File: src/rtl/noc_pkg.sv
// Shared definitions for the NoC packet sink.
// Holds the header field layout, the error-flag bit positions inside
// err_flags, the receive FSM state type and a helper that assembles an
// error vector from individual error conditions.
package noc_pkg;

    localparam int unsigned FIELD_W    = 4;

    localparam int unsigned DEST_X_LSB = 0;
    localparam int unsigned DEST_Y_LSB = 4;
    localparam int unsigned SRC_X_LSB  = 8;
    localparam int unsigned SRC_Y_LSB  = 12;
    localparam int unsigned LEN_LSB    = 16;
    localparam int unsigned SEQ_LSB    = 24;

    // err_flags = {proto, seq, len, dest}
    localparam int unsigned ERR_DEST   = 0;
    localparam int unsigned ERR_LEN    = 1;
    localparam int unsigned ERR_SEQ    = 2;
    localparam int unsigned ERR_PROTO  = 3;

    typedef enum logic {
        IDLE = 1'b0,
        BODY = 1'b1
    } sink_state_t;

    function automatic logic [3:0] err_vec(input logic proto, input logic seq,
                                           input logic len, input logic dest);
        logic [3:0] v;
        v            = '0;
        v[ERR_PROTO] = proto;
        v[ERR_SEQ]   = seq;
        v[ERR_LEN]   = len;
        v[ERR_DEST]  = dest;
        return v;
    endfunction

endpackage

File: src/rtl/noc_hdr_decode.sv
// Combinational header decoder.
// Splits a header flit into source, length and sequence fields and compares
// the destination against this node and the sequence against the expected one.
//   hdr          : low 32 bits of the header flit
//   expected_seq : sequence number the sink expects next
//   src          : {src_y, src_x}
//   len          : number of body flits, tail included
//   seq          : packet sequence number
//   dest_match   : destination equals {Y_ID, X_ID}
//   seq_match    : seq equals expected_seq
module noc_hdr_decode
    import noc_pkg::*;
#(
    parameter int unsigned X_ID = 0,
    parameter int unsigned Y_ID = 0
) (
    input  logic [31:0] hdr,
    input  logic [7:0]  expected_seq,
    output logic [7:0]  src,
    output logic [7:0]  len,
    output logic [7:0]  seq,
    output logic        dest_match,
    output logic        seq_match
);

    localparam logic [FIELD_W-1:0] MY_X = FIELD_W'(X_ID);
    localparam logic [FIELD_W-1:0] MY_Y = FIELD_W'(Y_ID);

    always_comb begin
        src        = {hdr[SRC_Y_LSB +: FIELD_W], hdr[SRC_X_LSB +: FIELD_W]};
        len        = hdr[LEN_LSB +: 8];
        seq        = hdr[SEQ_LSB +: 8];
        dest_match = (hdr[DEST_X_LSB +: FIELD_W] == MY_X) &&
                     (hdr[DEST_Y_LSB +: FIELD_W] == MY_Y);
        seq_match  = (hdr[SEQ_LSB +: 8] == expected_seq);
    end

endmodule

File: src/rtl/noc_packet_sink.sv
// Terminal NoC receive endpoint.
// Accepts the flit stream of a router local port, reassembles packets,
// checks destination, sequence, length/payload and framing, and keeps
// good/bad packet counters plus sticky error flags. Never transmits.
//   noc_clk, noc_rst_n  : clock, asynchronous active-low reset
//   receive_*           : flit handshake from the router (ready is ours)
//   stall               : forces receive_ready low
//   pkt_done/ok/src     : one-cycle completion report of the last packet
//   receive_num/err_num : wrapping good/bad packet counters
//   err_flags           : sticky {proto, seq, len, dest}
module noc_packet_sink
    import noc_pkg::*;
#(
    parameter int unsigned NOC_DATA_WIDTH = 32,
    parameter int unsigned X_ID           = 0,
    parameter int unsigned Y_ID           = 0
) (
    input  logic                      noc_clk,
    input  logic                      noc_rst_n,
    input  logic                      receive_valid,
    output logic                      receive_ready,
    input  logic [NOC_DATA_WIDTH-1:0] receive_flit,
    input  logic                      receive_is_header,
    input  logic                      receive_is_tail,
    input  logic                      stall,
    output logic                      pkt_done,
    output logic                      pkt_ok,
    output logic [7:0]                pkt_src,
    output logic [7:0]                receive_num,
    output logic [7:0]                err_num,
    output logic [3:0]                err_flags
);

    sink_state_t state, state_nxt;

    logic       rst_done;
    logic [7:0] expected_seq;
    logic [7:0] cur_seq, cur_len, cur_src, body_cnt;
    logic       cur_dest_bad, cur_seq_bad, cur_len_bad;

    logic [7:0] h_src, h_len, h_seq;
    logic       h_dest_match, h_seq_match;

    logic       accept, pl_ok;
    logic [7:0] cnt_inc;

    logic       done_nxt, ok_nxt, good_add, load_hdr, body_step;
    logic [1:0] bad_add;
    logic [7:0] src_nxt;
    logic [3:0] flags_nxt, pkt_err, hdr_err;

    noc_hdr_decode #(
        .X_ID (X_ID),
        .Y_ID (Y_ID)
    ) u_hdr_decode (
        .hdr          (receive_flit[31:0]),
        .expected_seq (expected_seq),
        .src          (h_src),
        .len          (h_len),
        .seq          (h_seq),
        .dest_match   (h_dest_match),
        .seq_match    (h_seq_match)
    );

    // rst_done keeps ready low while reset is held, then follows ~stall.
    assign receive_ready = rst_done & ~stall;
    assign accept        = receive_valid & receive_ready;
    assign cnt_inc       = (body_cnt == 8'hFF) ? body_cnt : body_cnt + 8'd1;
    assign pl_ok         = (receive_flit[15:0] == {cur_seq, cnt_inc});

    always_ff @(posedge noc_clk or negedge noc_rst_n) begin
        if (!noc_rst_n) state <= IDLE;
        else            state <= state_nxt;
    end

    // A header arriving in BODY first closes the aborted packet, then falls
    // through to the common header handling below, so a new packet starts in
    // the same cycle. The later assignments report the newer packet.
    always_comb begin
        state_nxt = state;
        done_nxt  = 1'b0;
        ok_nxt    = pkt_ok;
        src_nxt   = pkt_src;
        flags_nxt = err_flags;
        good_add  = 1'b0;
        bad_add   = 2'd0;
        load_hdr  = 1'b0;
        body_step = 1'b0;
        pkt_err   = '0;
        hdr_err   = '0;
        if (accept) begin
            unique case (state)
                IDLE: begin
                    if (!receive_is_header) begin
                        flags_nxt[ERR_PROTO] = 1'b1;
                        bad_add              = 2'd1;
                    end
                end
                BODY: begin
                    if (receive_is_header) begin
                        pkt_err   = err_vec(1'b1, cur_seq_bad, cur_len_bad, cur_dest_bad);
                        done_nxt  = 1'b1;
                        ok_nxt    = 1'b0;
                        src_nxt   = cur_src;
                        flags_nxt = flags_nxt | pkt_err;
                        bad_add   = 2'd1;
                        state_nxt = IDLE;
                    end else begin
                        body_step = 1'b1;
                        if (receive_is_tail) begin
                            pkt_err   = err_vec(1'b0, cur_seq_bad,
                                                cur_len_bad | ~pl_ok | (cnt_inc != cur_len),
                                                cur_dest_bad);
                            done_nxt  = 1'b1;
                            ok_nxt    = (pkt_err == '0);
                            src_nxt   = cur_src;
                            flags_nxt = flags_nxt | pkt_err;
                            if (pkt_err == '0) good_add = 1'b1;
                            else               bad_add  = 2'd1;
                            state_nxt = IDLE;
                        end
                    end
                end
                default: ;
            endcase
            if (receive_is_header) begin
                load_hdr = 1'b1;
                if (receive_is_tail) begin
                    hdr_err   = err_vec(1'b0, ~h_seq_match, (h_len != 8'd0), ~h_dest_match);
                    done_nxt  = 1'b1;
                    ok_nxt    = (hdr_err == '0);
                    src_nxt   = h_src;
                    flags_nxt = flags_nxt | hdr_err;
                    if (hdr_err == '0) good_add = 1'b1;
                    else               bad_add  = bad_add + 2'd1;
                    state_nxt = IDLE;
                end else begin
                    state_nxt = BODY;
                end
            end
        end
    end

    always_ff @(posedge noc_clk or negedge noc_rst_n) begin
        if (!noc_rst_n) begin
            rst_done     <= 1'b0;
            pkt_done     <= 1'b0;
            pkt_ok       <= 1'b0;
            pkt_src      <= '0;
            receive_num  <= '0;
            err_num      <= '0;
            err_flags    <= '0;
            expected_seq <= '0;
            cur_seq      <= '0;
            cur_len      <= '0;
            cur_src      <= '0;
            body_cnt     <= '0;
            cur_dest_bad <= 1'b0;
            cur_seq_bad  <= 1'b0;
            cur_len_bad  <= 1'b0;
        end else begin
            rst_done    <= 1'b1;
            pkt_done    <= done_nxt;
            pkt_ok      <= ok_nxt;
            pkt_src     <= src_nxt;
            err_flags   <= flags_nxt;
            receive_num <= receive_num + {7'd0, good_add};
            err_num     <= err_num + {6'd0, bad_add};
            if (load_hdr) begin
                expected_seq <= h_seq + 8'd1;
                cur_seq      <= h_seq;
                cur_len      <= h_len;
                cur_src      <= h_src;
                cur_dest_bad <= ~h_dest_match;
                cur_seq_bad  <= ~h_seq_match;
                cur_len_bad  <= 1'b0;
                body_cnt     <= '0;
            end else if (body_step) begin
                body_cnt    <= cnt_inc;
                cur_len_bad <= cur_len_bad | ~pl_ok;
            end
        end
    end

endmodule

File: config.mk
export PLATFORM = sky130hd
export DESIGN_NAME = noc_packet_sink
export DESIGN_NICKNAME = d
export VERILOG_FILES = /design/src/rtl/noc_pkg.sv /design/src/rtl/noc_hdr_decode.sv /design/src/rtl/noc_packet_sink.sv
export SDC_FILE = /design/constraint.sdc
export NUM_CORES = 1
export LEC_CHECK = 0
export CAP_MARGIN = 10
export CORE_MARGIN = 10
export CORE_UTILIZATION = 45
export CTS_CLUSTER_SIZE = 40
export DETAILED_ROUTE_END_ITERATION = 8
export GPL_ROUTABILITY_DRIVEN = 0
export PLACE_DENSITY = 0.79
export SYNTH_ARGS = -nofsm -noshare
export SYNTH_HDL_FRONTEND = slang
export SYNTH_SLANG_ARGS = --single-unit
File: constraint.sdc
create_clock -name noc_clk -period 4.5 [get_ports noc_clk]
set_clock_uncertainty 0.2 [all_clocks]
set_input_delay 0.9 -clock noc_clk [delete_from_list [all_inputs] [get_ports noc_clk]]
set_output_delay 0.9 -clock noc_clk [all_outputs]
set_load 0.03 [all_outputs]
======== Word level (Yosys, flattened, before mapping) ========
Index checks and enable logic that the tools add are counted.
word-level totals
  flip-flop bits (word level) ............. 75
  latch bits .............................. 0
  memory bits (writable) .................. 0
  memory bits (read-only) ................. 0
  bits of input ports ..................... 38
  output and inout bits ................... 31
  logic and storage cells ................. 100
  memories ................................ 0
operators by class
  add/subtract/negate cells ............... 5
  $mul .................................... 0
  divide/modulo/power cells ............... 0
  magnitude comparators ................... 0
  equality and inequality tests ........... 4
  shifts and indexed selects .............. 0
  muxes and demuxes ....................... 56
  bitwise gates (word level) .............. 12
  reductions and logical operators ........ 7
operators by type and width
  cell                   number
  $mux W8                8
  $mux W1                33
  $add A8 B1 Y8 const B  2
  $eq A16 B16 Y1         1
  $mux W4                4
  $mux W2                7
  $add A8 B1 Y8          1
  $add A8 B2 Y8          1
  $eq A8 B8 Y1           1
  $eq A8 B8 Y1 const B   1
  $logic_not A4 Y1       2
  $ne A8 B8 Y1           1
  $or A4 B3 Y4           2
  $reduce_bool A8 Y1     1
  $logic_not A3 Y1       2
  $mux W3                2
  $not A1 Y1             5
  $or A4 B4 Y4           1
  $pmux W2 S2            1
  $add A2 B1 Y2 const B  1
  $and A1 B1 Y1          2
  $or A1 B1 Y1           2
  $pmux W1 S2            1
  $reduce_bool A2 Y1     1
  $logic_and A1 B1 Y1    1

======== Longest topological paths before layout ========
Gate-level depths: netlist (run 1).
  word-level depth ........................ 18
  mapped depth ............................ 18
  mapped depth without buffers ............ 16

======== Hierarchy ========
Synthesis (run 1) repeated with hierarchy kept, for this count alone.
unflattened totals
  cell total of the unflattened synthesis .. 441
  area, all modules ....................... 4409.2 um2
modules (own cells, without submodules)
  module           instances  cells an instance  area an instance (um2)  sequential area each (um2)
  noc_packet_sink  1          403                4124.0                  1876.8
  noc_hdr_decode   1          38                 285.3                   0.0

======== Least setup slack after synthesis (run 1) ========
No wires, ideal clock.
  path type ............................... input to register
  start point ............................. in receive_flit[13]
  end point ............................... reg err_num[6]
  library setup time ...................... 0.134 ns
  data arrival time ....................... 3.805 ns
  setup slack ............................. 0.362 ns
  cell stages on the path ................. 15
  buffers on the path ..................... 0
  path through ............................ xnor2_1 -> nand3_1 -> nor4_1 -> nand3_1 -> or4_4 -> nor4b_4 -> nor2_1 -> ha_1 -> o22ai_1 -> nor3_1 -> ha_1 -> fa_1 -> and3_1 -> nand3_1 -> xnor2_1
between the ends
  word-level cells in the longest chain between the ends .. 16
ends and longest elaborated chain
  item                         line                    text
  from (decl)                  noc_packet_sink.sv:22   input logic [NOC_DATA_WIDTH-1:0] receive_flit,
  $eq A16 B16 Y1 *             noc_packet_sink.sv:69   assign pl_ok = (receive_flit[15:0] == {cur_seq, cnt_inc});
  $not A1 Y1 *                 noc_packet_sink.sv:112  cur_len_bad | ~pl_ok | (cnt_inc != cur_len),
  $or A1 B1 Y1 * (2 in a row)  noc_packet_sink.sv:112
  $logic_not A3 Y1 *           noc_packet_sink.sv:118  if (pkt_err == '0) good_add = 1'b1;
  $mux W1 *                    noc_packet_sink.sv:118
  $mux W2 *                    noc_packet_sink.sv:110  if (receive_is_tail) begin
  $mux W2 *                    noc_packet_sink.sv:100  if (receive_is_header) begin
  $pmux W2 S2 *                noc_packet_sink.sv:92   unique case (state)
  $mux W2 *                    noc_packet_sink.sv:91   if (accept) begin
  $add A2 B1 Y2                noc_packet_sink.sv:135  else bad_add = bad_add + 2'd1;
  $mux W2                      noc_packet_sink.sv:134  if (hdr_err == '0) good_add = 1'b1;
  $mux W2                      noc_packet_sink.sv:128  if (receive_is_tail) begin
  $mux W2 *                    noc_packet_sink.sv:126  if (receive_is_header) begin
  $mux W2 *                    noc_packet_sink.sv:91
  $add A8 B2 Y8 *              noc_packet_sink.sv:168  err_num <= err_num + {6'd0, bad_add};
  to (signal assigned)         noc_packet_sink.sv:168
  to (decl)                    noc_packet_sink.sv:30   output logic [7:0] err_num,
Mark *: on every way between the ends. The rest lies on a longest branch, timed or not. The select of a mux whose other input is x is not followed.
A chain may end at the register's enable or synchronous reset.

======== Final worst setup path (run 1) ========
  start point ............................. in receive_flit[6]
  end point ............................... reg err_num[6]
between the ends
  word-level cells in the longest chain between the ends .. 16
  elaborated cells between the ends (all ways) .. 20
  classes of those cells .................. 2 x add/sub; 1 x eq/ne; 9 x mux; 4 x bitwise; 4 x reduce/logical
ends and longest elaborated chain
  item                       line
  $eq A16 B16 Y1             noc_packet_sink.sv:69
  $not A1 Y1                 noc_packet_sink.sv:112
  $or A1 B1 Y1 (2 in a row)  noc_packet_sink.sv:112
  $logic_not A3 Y1           noc_packet_sink.sv:118
  $mux W1                    noc_packet_sink.sv:118
  $mux W2                    noc_packet_sink.sv:110
  $mux W2                    noc_packet_sink.sv:100
  $pmux W2 S2                noc_packet_sink.sv:92
  $mux W2                    noc_packet_sink.sv:91
  $add A2 B1 Y2              noc_packet_sink.sv:135
  $mux W2                    noc_packet_sink.sv:134
  $mux W2                    noc_packet_sink.sv:128
  $mux W2 *                  noc_packet_sink.sv:126
  $mux W2 *                  noc_packet_sink.sv:91
  $add A8 B2 Y8 *            noc_packet_sink.sv:168
Marked as above.

==> metrics, run 1 <==
run status complete, no violations; power per cell area 371.2 mW/mm²; Syn Nets 502; Synth async-reset ratio 100.0%; cells after synthesis 455; Netlist cell types 54; antenna-violating nets left 0; Worst-Margin Slew 951.6 ps; share of cells above drive strength 1 12.48%; largest net degree at the start of global routing 76; final worst path period need 4280 ps; Initial DRC Count 189; Worst Setup End Kind register; Area Growth Syn to Fin 30.41%; TritonCTS buffer count 9; Fmax 233.6 MHz; Worst slew margin 36.56%; Root Driver clkbuf_8; htree depth 3; worst hold slack 273.9 ps; Die Width 115.8 µm; Final Setup Violations 0; port bufs 68; RSZ-0062 raised after global routing false; initial antenna violation count 0; Vias 3725; hold crit path type reg2reg; Post-synth EDFFs 0; most frequent cells in the layout nand2_1 (110), dfrtp_1 (75), clkdlybuf4s50_1 (58), buf_4 (37), o21ai_0 (28); initial cell density of the core 46.86%; ys flop type dfrtp_1; Nets 595; Syn Area/Cell 9.069 µm²; Syn. warnings 0; fin crit share 95.12%; Worst Setup Path Type in2reg; Clock Sinks 75; Power Total 1.998 mW; vias in the first global route 3719; worst skew pair latency 360 ps; maximum fanout along the worst path 5; WL final 11.11 mm; DR WL/cell 16.81 µm; die height 115.8 µm; GR Overflow Total 0; Synth Register Bits 75; die area 0.01340 mm²; vias per std cell 5.635; Final Hold Violating Endpoints 0; final core occ 61.11%; GR Util All Layers 17.03%; Worst-path clk slew 80 ps; VDD IR max 240.3 µV; Rows 34; Diodes inserted 0; Post-route DRC 0; sequential fraction of the synthesis area 45.48%; pins over their slew limit 0; I/O pins 69; count of TritonRoute iterations in the first routing pass 5; max_cap viols 0; Core Area 0.008806 mm²; Max clock buf depth 2; Setup crit start kind input pin; HPWL Detailed 8.158 mm; most common cell after layout, fill and taps aside nand2_1; first-pass GRT wire length 18.43 mm; Lkg Pwr 2.509 nW; critical path required time 4580 ps; cell area after synthesis 0.004126 mm²; CTS tree done; arrival time at the worst endpoint 4360 ps
[final timing paths]
kind | start | end | slack (ps) | cells past startpoint
worst max-delay path | receive_flit[6] | err_num[6] | 220 | 15
worst min-delay path | err_num[7] | err_num[7] | 270 | 1
worst max register to register | body_cnt[0] | err_num[6] | 280 | 18
worst min register to register | err_num[7] | err_num[7] | 270 | 1
max in group asynchronous | noc_rst_n | receive_num[6] | 3000 | 1
min in group asynchronous | noc_rst_n | expected_seq[4] | 470 | 1
[where the power goes]
part           internal, mW  switching, mW
Clock                 0.320          0.271
Sequential            0.785         0.0898
Combinational         0.239          0.293
Total                  1.34          0.654
[worst max-delay path, cell delays in order]
cell             delay, ps
clkdlybuf4s50_1        530
a21oi_2                170
nor2_1                  50
o311a_1                330
or4_4                  560
nor4b_4                310
nor2_1                  80
ha_1                   290
o22ai_2                170
nor3_2                  60
ha_2                   200
fa_2                   360
and3_4                 170
nand3_2                 80
xnor2_2                100
[timing repair]
action / CTS / global route
gates resized for setup: 4 / 14
endpoints found under the setup margin: 2 / 7
setup buffers: 0 / 1
hold buffers: 0 / 0
pin swaps: 3 / 8
hold endpoints to repair: 0 / 0
[synth_stat cells (all sizes together), types with 4 or more instances]
library cell | count | area share [%]
nand2 | 110 | 10
dfrtp | 75 | 45
o21ai | 30 | 3.6
nor2 | 25 | 2.3
xnor2 | 23 | 5.3
xor2 | 21 | 4.5
nand3 | 19 | 2.3
a21oi | 11 | 1.4
a31oi | 11 | 1.7
buf | 11 | 1.9
clkbuf | 11 | 1.0
and3 | 10 | 1.5
nor3 | 10 | 1.2
nand4 | 9 | 1.4
ha | 8 | 2.4
mux2i | 8 | 1.9
nor4 | 8 | 1.2
or3 | 6 | 0.91
a22o | 5 | 1.1
o31ai | 5 | 0.91
o21a | 4 | 0.73
[registers in the layout, summed over array words and instances (netlist names), 4 cells and up]
name          cells
body_cnt          8
cur_len           8
cur_seq           8
cur_src           8
err_flags         4
err_num           8
expected_seq      8
pkt_src           8
receive_num       8
[per-stage QoR]
stage	instances	setup TNS (ps)	setup WS (ps)	cell area, µm²
3_5_place_dp	644	-2380	-525.9	5085
5_1_grt	661	0	44.07	5381
6_report	661	0	219.7	5381
4_1_cts	660	0	27.03	5320
3_3_place_gp	644	-2292	-501.6	5085
2_1_floorplan	455	0	361.7	4126
[per-layer routing]
layer / track usage [%] / routed length [µm]
met1: 21.39 / 4712
met2: 28.10 / 5392
met3: 4.444 / 808
met4: 5.338 / 199
met5: 0 / 0
[final cells by class]
cell class | count | area, µm²
clock buffers | 10 | 127.6
clock inverters | 6 | 97.59
repair buffers | 104 | 967.2
fillers | 730 | 3425
inverters | 4 | 15.01
well taps | 108 | 135.1
flip-flops and latches | 75 | 1877
multi-input cells | 354 | 2162
[logic make-up (layout without fill, tap and decap cells)]
logic type	count (synthesis)	count (layout)	synth area share (%)
AO/OA/AOI/OAI	79	79	12.28
XOR/XNOR	44	44	9.794
adder cells (fa/ha/maj)	9	9	2.911
buffers and inverters	26	124	3.274
flip-flops	75	75	45.48
multiplexers	8	8	1.941
other	1	1	0.09088
AND/OR/NAND/NOR	213	213	24.23
Power figures use the tool's default switching activity.
==> inputs of run 2 (changes only) <==
Settings changed: MAX_ROUTING_LAYER from default to met4.
==> metrics, run 2 (synthesis gave the netlist of run 1 again) <==
run status complete, no violations (unchanged); Diodes inserted 0 (unchanged); Core Area 0.008806 mm² (unchanged); Die Width 115.8 µm (unchanged); Final Setup Violations 0 (unchanged); Fmax 231.1 MHz (was 233.6 MHz); DR WL/cell 16.93 µm (was 16.81 µm); GR Util All Layers 17.58% (was 17.03%); largest net degree at the start of global routing 76 (unchanged); fin crit share 96.17% (was 95.12%); pins over their slew limit 0 (unchanged); WL final 11.19 mm (was 11.11 mm); CTS tree done (unchanged); antenna-violating nets left 0 (unchanged); count of TritonRoute iterations in the first routing pass 5 (unchanged); Worst Setup Path Type in2reg (unchanged); Vias 3764 (was 3725); Worst-path clk slew 80 ps (about the same); Final TNS setup 0 ps (unchanged); critical path cell sequence clkdlybuf4s50_1 > xnor2_4 > xnor2_1 > o31ai_2 > o21ai_1 > or4_4 > nor4b_4 > nor2_1 > ha_1 > o22ai_2 > nor3_2 > ha_2 > fa_2 > and3_4 > nand3_2 > xnor2_2 (was clkdlybuf4s50_1 > a21oi_2 > nor2_1 > o311a_1 > or4_4 > nor4b_4 > nor2_1 > ha_1 > o22ai_2 > nor3_2 > ha_2 > fa_2 > and3_4 > nand3_2 > xnor2_2); most frequent cells in the layout nand2_1 (110), dfrtp_1 (75), clkdlybuf4s50_1 (59), buf_4 (37), o21ai_0 (28) (was nand2_1 (110), dfrtp_1 (75), clkdlybuf4s50_1 (58), buf_4 (37), o21ai_0 (28)); Root Driver clkbuf_8 (unchanged); hold crit path type reg2reg (unchanged); Post-route DRC 0 (unchanged); first-pass GRT wire length 18.41 mm (was 18.43 mm); Max clock buf depth 2 (unchanged); Lkg Pwr 2.500 nW (was 2.509 nW); Worst-Margin Slew 949.6 ps (was 951.6 ps); Clock Sinks 75 (unchanged); Worst slew margin 36.69% (was 36.56%); cts hold-fix bufs 0 (unchanged); crit path max-delay cell type clkdlybuf4s50_1 (was or4_4); final worst path period need 4328 ps (was 4280 ps); htree depth 3 (unchanged); most common cell after layout, fill and taps aside nand2_1 (unchanged); non-filler instance count after layout 661 (unchanged); die height 115.8 µm (unchanged); final core occ 61.08% (was 61.11%); Initial DRC Count 203 (was 189); port bufs 68 (unchanged); HPWL Detailed 8.158 mm (unchanged); share of cells above drive strength 1 12.48% (unchanged); initial cell density of the core 46.86% (unchanged); TritonCTS buffer count 9 (unchanged); Setup crit start kind input pin (unchanged); Rows 34 (unchanged); initial antenna violation count 0 (unchanged); Crit path max-delay family simple AND/OR/NAND/NOR gates (unchanged); critical path required time 4590 ps (was 4580 ps); power per cell area 372.3 mW/mm² (was 371.2 mW/mm²); Worst Setup End Kind register (unchanged); max_cap viols 0 (unchanged); arrival time at the worst endpoint 4410 ps (was 4360 ps); Inst Count DP 644 (unchanged); vias per std cell 5.694 (was 5.635); die area 0.01340 mm² (unchanged); Worst path max stage delay 570 ps (was 560 ps); Buf+Inv Stages, Crit Path 1 (unchanged); GR Overflow Total 0 (unchanged); VDD IR max 240.4 µV (was 240.3 µV); Nets 595 (unchanged); worst skew pair latency 360 ps (about the same); vias in the first global route 3727 (was 3719); maximum fanout along the worst path 4 (was 5); Final Hold Violating Endpoints 0 (unchanged); Area Growth Syn to Fin 30.35% (was 30.41%); I/O pins 69 (unchanged)
run 2: changes by cell type in the layout (fill, tap and decap cells not counted):
cell / change
clkdlybuf4s50_1: +1
dlymetal6s2s_1: -1
run 2: what timing repair did:
action	4_1_cts	5_1_grt
pin swaps	3	7
hold endpoints to repair	0	0
setup endpoints to repair	2	7
buffers inserted	0	1
gates resized for setup	4	13
run 2: routing by layer:
| layer | vias up | global-route usage (%) | wire length (µm) |
|---|---|---|---|
| met5 | - | - | 0 |
| li1 | 1774 | - | - |
| met3 | 25 | 4.599 | 864 |
| met1 | 1794 | 21.39 | 4751 |
| met2 | 171 | 28.21 | 5330 |
| met4 | 0 | 5.088 | 241 |
run 2: report_power, final:
part	total, mW	switching, mW	internal [mW]
sequential	0.875	0.0901	0.785
combinational	0.532	0.294	0.239
clock	0.596	0.275	0.320
total	2.00	0.659	1.34
run 2: worst paths after layout:
check	cells past startpoint	slack, ps	startpoint	end
worst max-delay path	16	170	receive_flit[2]	err_num[6]
worst min-delay path	1	270	err_num[7]	err_num[7]
worst max register to register	18	300	body_cnt[0]	err_num[6]
worst min register to register	1	270	err_num[7]	err_num[7]
max in group asynchronous	1	3000	noc_rst_n	receive_num[2]
min in group asynchronous	1	470	noc_rst_n	expected_seq[4]
run 2: area by class of cell:
class	count	area (µm²)
fill	731	3427
multi-input combinational	354	2162
sequential	75	1877
timing repair buffer	104	964.7
tap	108	135.1
clock buffer	10	127.6
clock inverter	6	97.59
inverter	4	15.01
run 2: per-stage QoR:
stage	hold WS [ps]	area, µm²	setup slack (ps)	power (mW)
detailed placement	268.1	5085	-525.9	1.418
global route	299.3	5379	-25.99	2.111
finish	274.9	5379	172.3	2.003
CTS	286.0	5320	27.03	2.014
floorplan	245.4	4126	361.7	1.163
global placement	256.8	5085	-501.6	1.393
==> inputs of run 3 (changes only) <==
Settings changed: PLACE_DENSITY 0.79 to 0.69.
==> metrics, run 3 (synthesis gave the netlist of run 1 again) <==
arrival time at the worst endpoint 4420 ps (was 4410 ps); Worst Setup Path Type in2reg (unchanged); die area 0.01340 mm² (unchanged); FF+latch area 0.001877 mm² (unchanged); Final Hold Violating Endpoints 0 (unchanged); antenna-violating nets left 0 (unchanged); Fmax 230.2 MHz (was 231.1 MHz); final worst path period need 4344 ps (was 4328 ps); worst reg-to-reg path cell count 17 (was 18); vias in the first global route 3529 (was 3727); fin crit share 96.52% (was 96.17%); initial antenna violation count 0 (unchanged); die height 115.8 µm (unchanged); Worst Setup End Kind register (unchanged); run status complete, no violations (unchanged); Root Driver clkbuf_8 (unchanged); initial cell density of the core 46.86% (unchanged); I/O pins 69 (unchanged); GR Util All Layers 16.64% (was 17.58%); GR Overflow Total 0 (unchanged); Setup crit start kind input pin (unchanged); WHS Path Cells 1 (unchanged); most frequent cells in the layout nand2_1 (110), dfrtp_1 (75), clkdlybuf4s50_1 (58), buf_4 (31), o21ai_0 (27) (was nand2_1 (110), dfrtp_1 (75), clkdlybuf4s50_1 (59), buf_4 (37), o21ai_0 (28)); Die Width 115.8 µm (unchanged); cts hold-fix bufs 0 (unchanged); Worst R2R End err_num[6] (unchanged); count of TritonRoute iterations in the first routing pass 5 (unchanged); Worst slew margin 38.08% (was 36.69%); Clock Sinks 75 (unchanged); Rows 34 (unchanged); share of cells above drive strength 1 11.15% (was 12.48%); FF-to-FF setup slack 320 ps (was 300 ps); CTS tree done (unchanged); multi-input logic area 0.002151 mm² (was 0.002162 mm²); maximum fanout along the worst path 5 (was 4); DR WL/cell 15.85 µm (was 16.93 µm); r2r startpoint body_cnt[0] (unchanged); Vias 3581 (was 3764); Worst-path clk slew 90 ps (was 80 ps); Worst-Margin Slew 928.7 ps (was 949.6 ps); Diodes inserted 0 (unchanged); Area Growth Syn to Fin 29.08% (was 30.35%); worst skew pair latency 360 ps (about the same); hold crit path type reg2reg (unchanged); largest net degree at the start of global routing 76 (unchanged); Core Area 0.008806 mm² (unchanged); vias per std cell 5.467 (was 5.694); TritonCTS buffer count 9 (unchanged); port bufs 68 (unchanged); Lkg Pwr 2.472 nW (was 2.500 nW); HPWL Detailed 7.857 mm (was 8.158 mm); WHS Endpoint err_num[7] (unchanged); power per cell area 372.9 mW/mm² (was 372.3 mW/mm²); critical path required time 4570 ps (was 4590 ps); Nets 589 (was 595); Initial DRC Count 229 (was 203); filler instances 770 (was 731); WL final 10.38 mm (was 11.19 mm); hold_sp err_num[7] (unchanged); first-pass GRT wire length 17.43 mm (was 18.41 mm); max_cap viols 0 (unchanged); Inst Count DP 637 (was 644); Final TNS setup 0 ps (unchanged); non-filler instance count after layout 655 (was 661); VDD IR max 234.5 µV (was 240.4 µV); Post-route DRC 0 (unchanged); Final Setup Violations 0 (unchanged); htree depth 3 (unchanged); pins over their slew limit 0 (unchanged); most common cell after layout, fill and taps aside nand2_1 (unchanged); Max clock buf depth 2 (unchanged)
==> run 3: layout make-up <==
cell class / instances / share of cell area [%]
Timing Repair Buffer: 98 / 17.31
Tap cell: 108 / 2.537
Clock buffer: 11 / 2.654
Sequential cell: 75 / 35.24
Inverter: 4 / 0.2819
Clock inverter: 5 / 1.597
Multi-Input combinational cell: 354 / 40.38
==> run 3: where the power goes <==
part | internal (mW) | total [mW] | leakage, nW | switching, mW
Combinational | 0.234 | 0.522 | 1.41 | 0.288
Clock | 0.331 | 0.593 | 0.110 | 0.262
Sequential | 0.785 | 0.871 | 0.955 | 0.0862
Total | 1.35 | 1.99 | 2.47 | 0.636
==> run 3: stage by stage <==
step | total power [mW] | setup slack (ps) | util, % | hold WS [ps] | instance area (µm²)
6_report | 1.986 | 156.4 | 60.49 | 270.3 | 5326
3_5_place_dp | 1.408 | -421.4 | 57.15 | 263.8 | 5032
3_3_place_gp | 1.391 | -342.3 | 57.15 | 257.1 | 5032
2_1_floorplan | 1.163 | 361.7 | - | 245.4 | 4126
5_1_grt | 2.098 | -56.70 | 60.49 | 294.7 | 5326
4_1_cts | 2.000 | 50.49 | 59.86 | 277.9 | 5271
==> run 3: what timing repair did <==
action	CTS	global route
gates resized for setup	2	15
setup buffers	1	1
endpoints found under the setup margin	1	2
pin swaps	2	9
==> run 3: worst max path at each step <==
stage | from | endpoint | slack, ps
finish | receive_flit[6] | err_num[6] | 160
CTS | receive_flit[13] | err_num[6] | 50
global route | receive_flit[6] | err_num[6] | -60
global placement | receive_flit[11] | err_num[6] | -340
floorplan | receive_flit[13] | err_num[6] | 360
detailed placement | receive_flit[13] | err_num[6] | -420
==> run 3: metal layers <==
layer	global-route usage, %	vias to the layer above	part of all wire (%)
li1	-	1759	-
met1	21.80	1661	46
met2	24.91	142	46
met3	3.152	19	6.6
met5	-	-	0
met4	6.589	0	1.5
==> run 3: critical path: stages <==
cell and delay (ps):
clkdlybuf4s50_1 620, o21ai_1 130, o31ai_2 280, o21ai_1 130, or4_4 500, nor4b_4 310, nor2_1 70, ha_1 290
o22ai_1 160, nor3_1 80, ha_2 220, fa_2 370, and3_4 170, nand3_2 70, xnor2_1 120
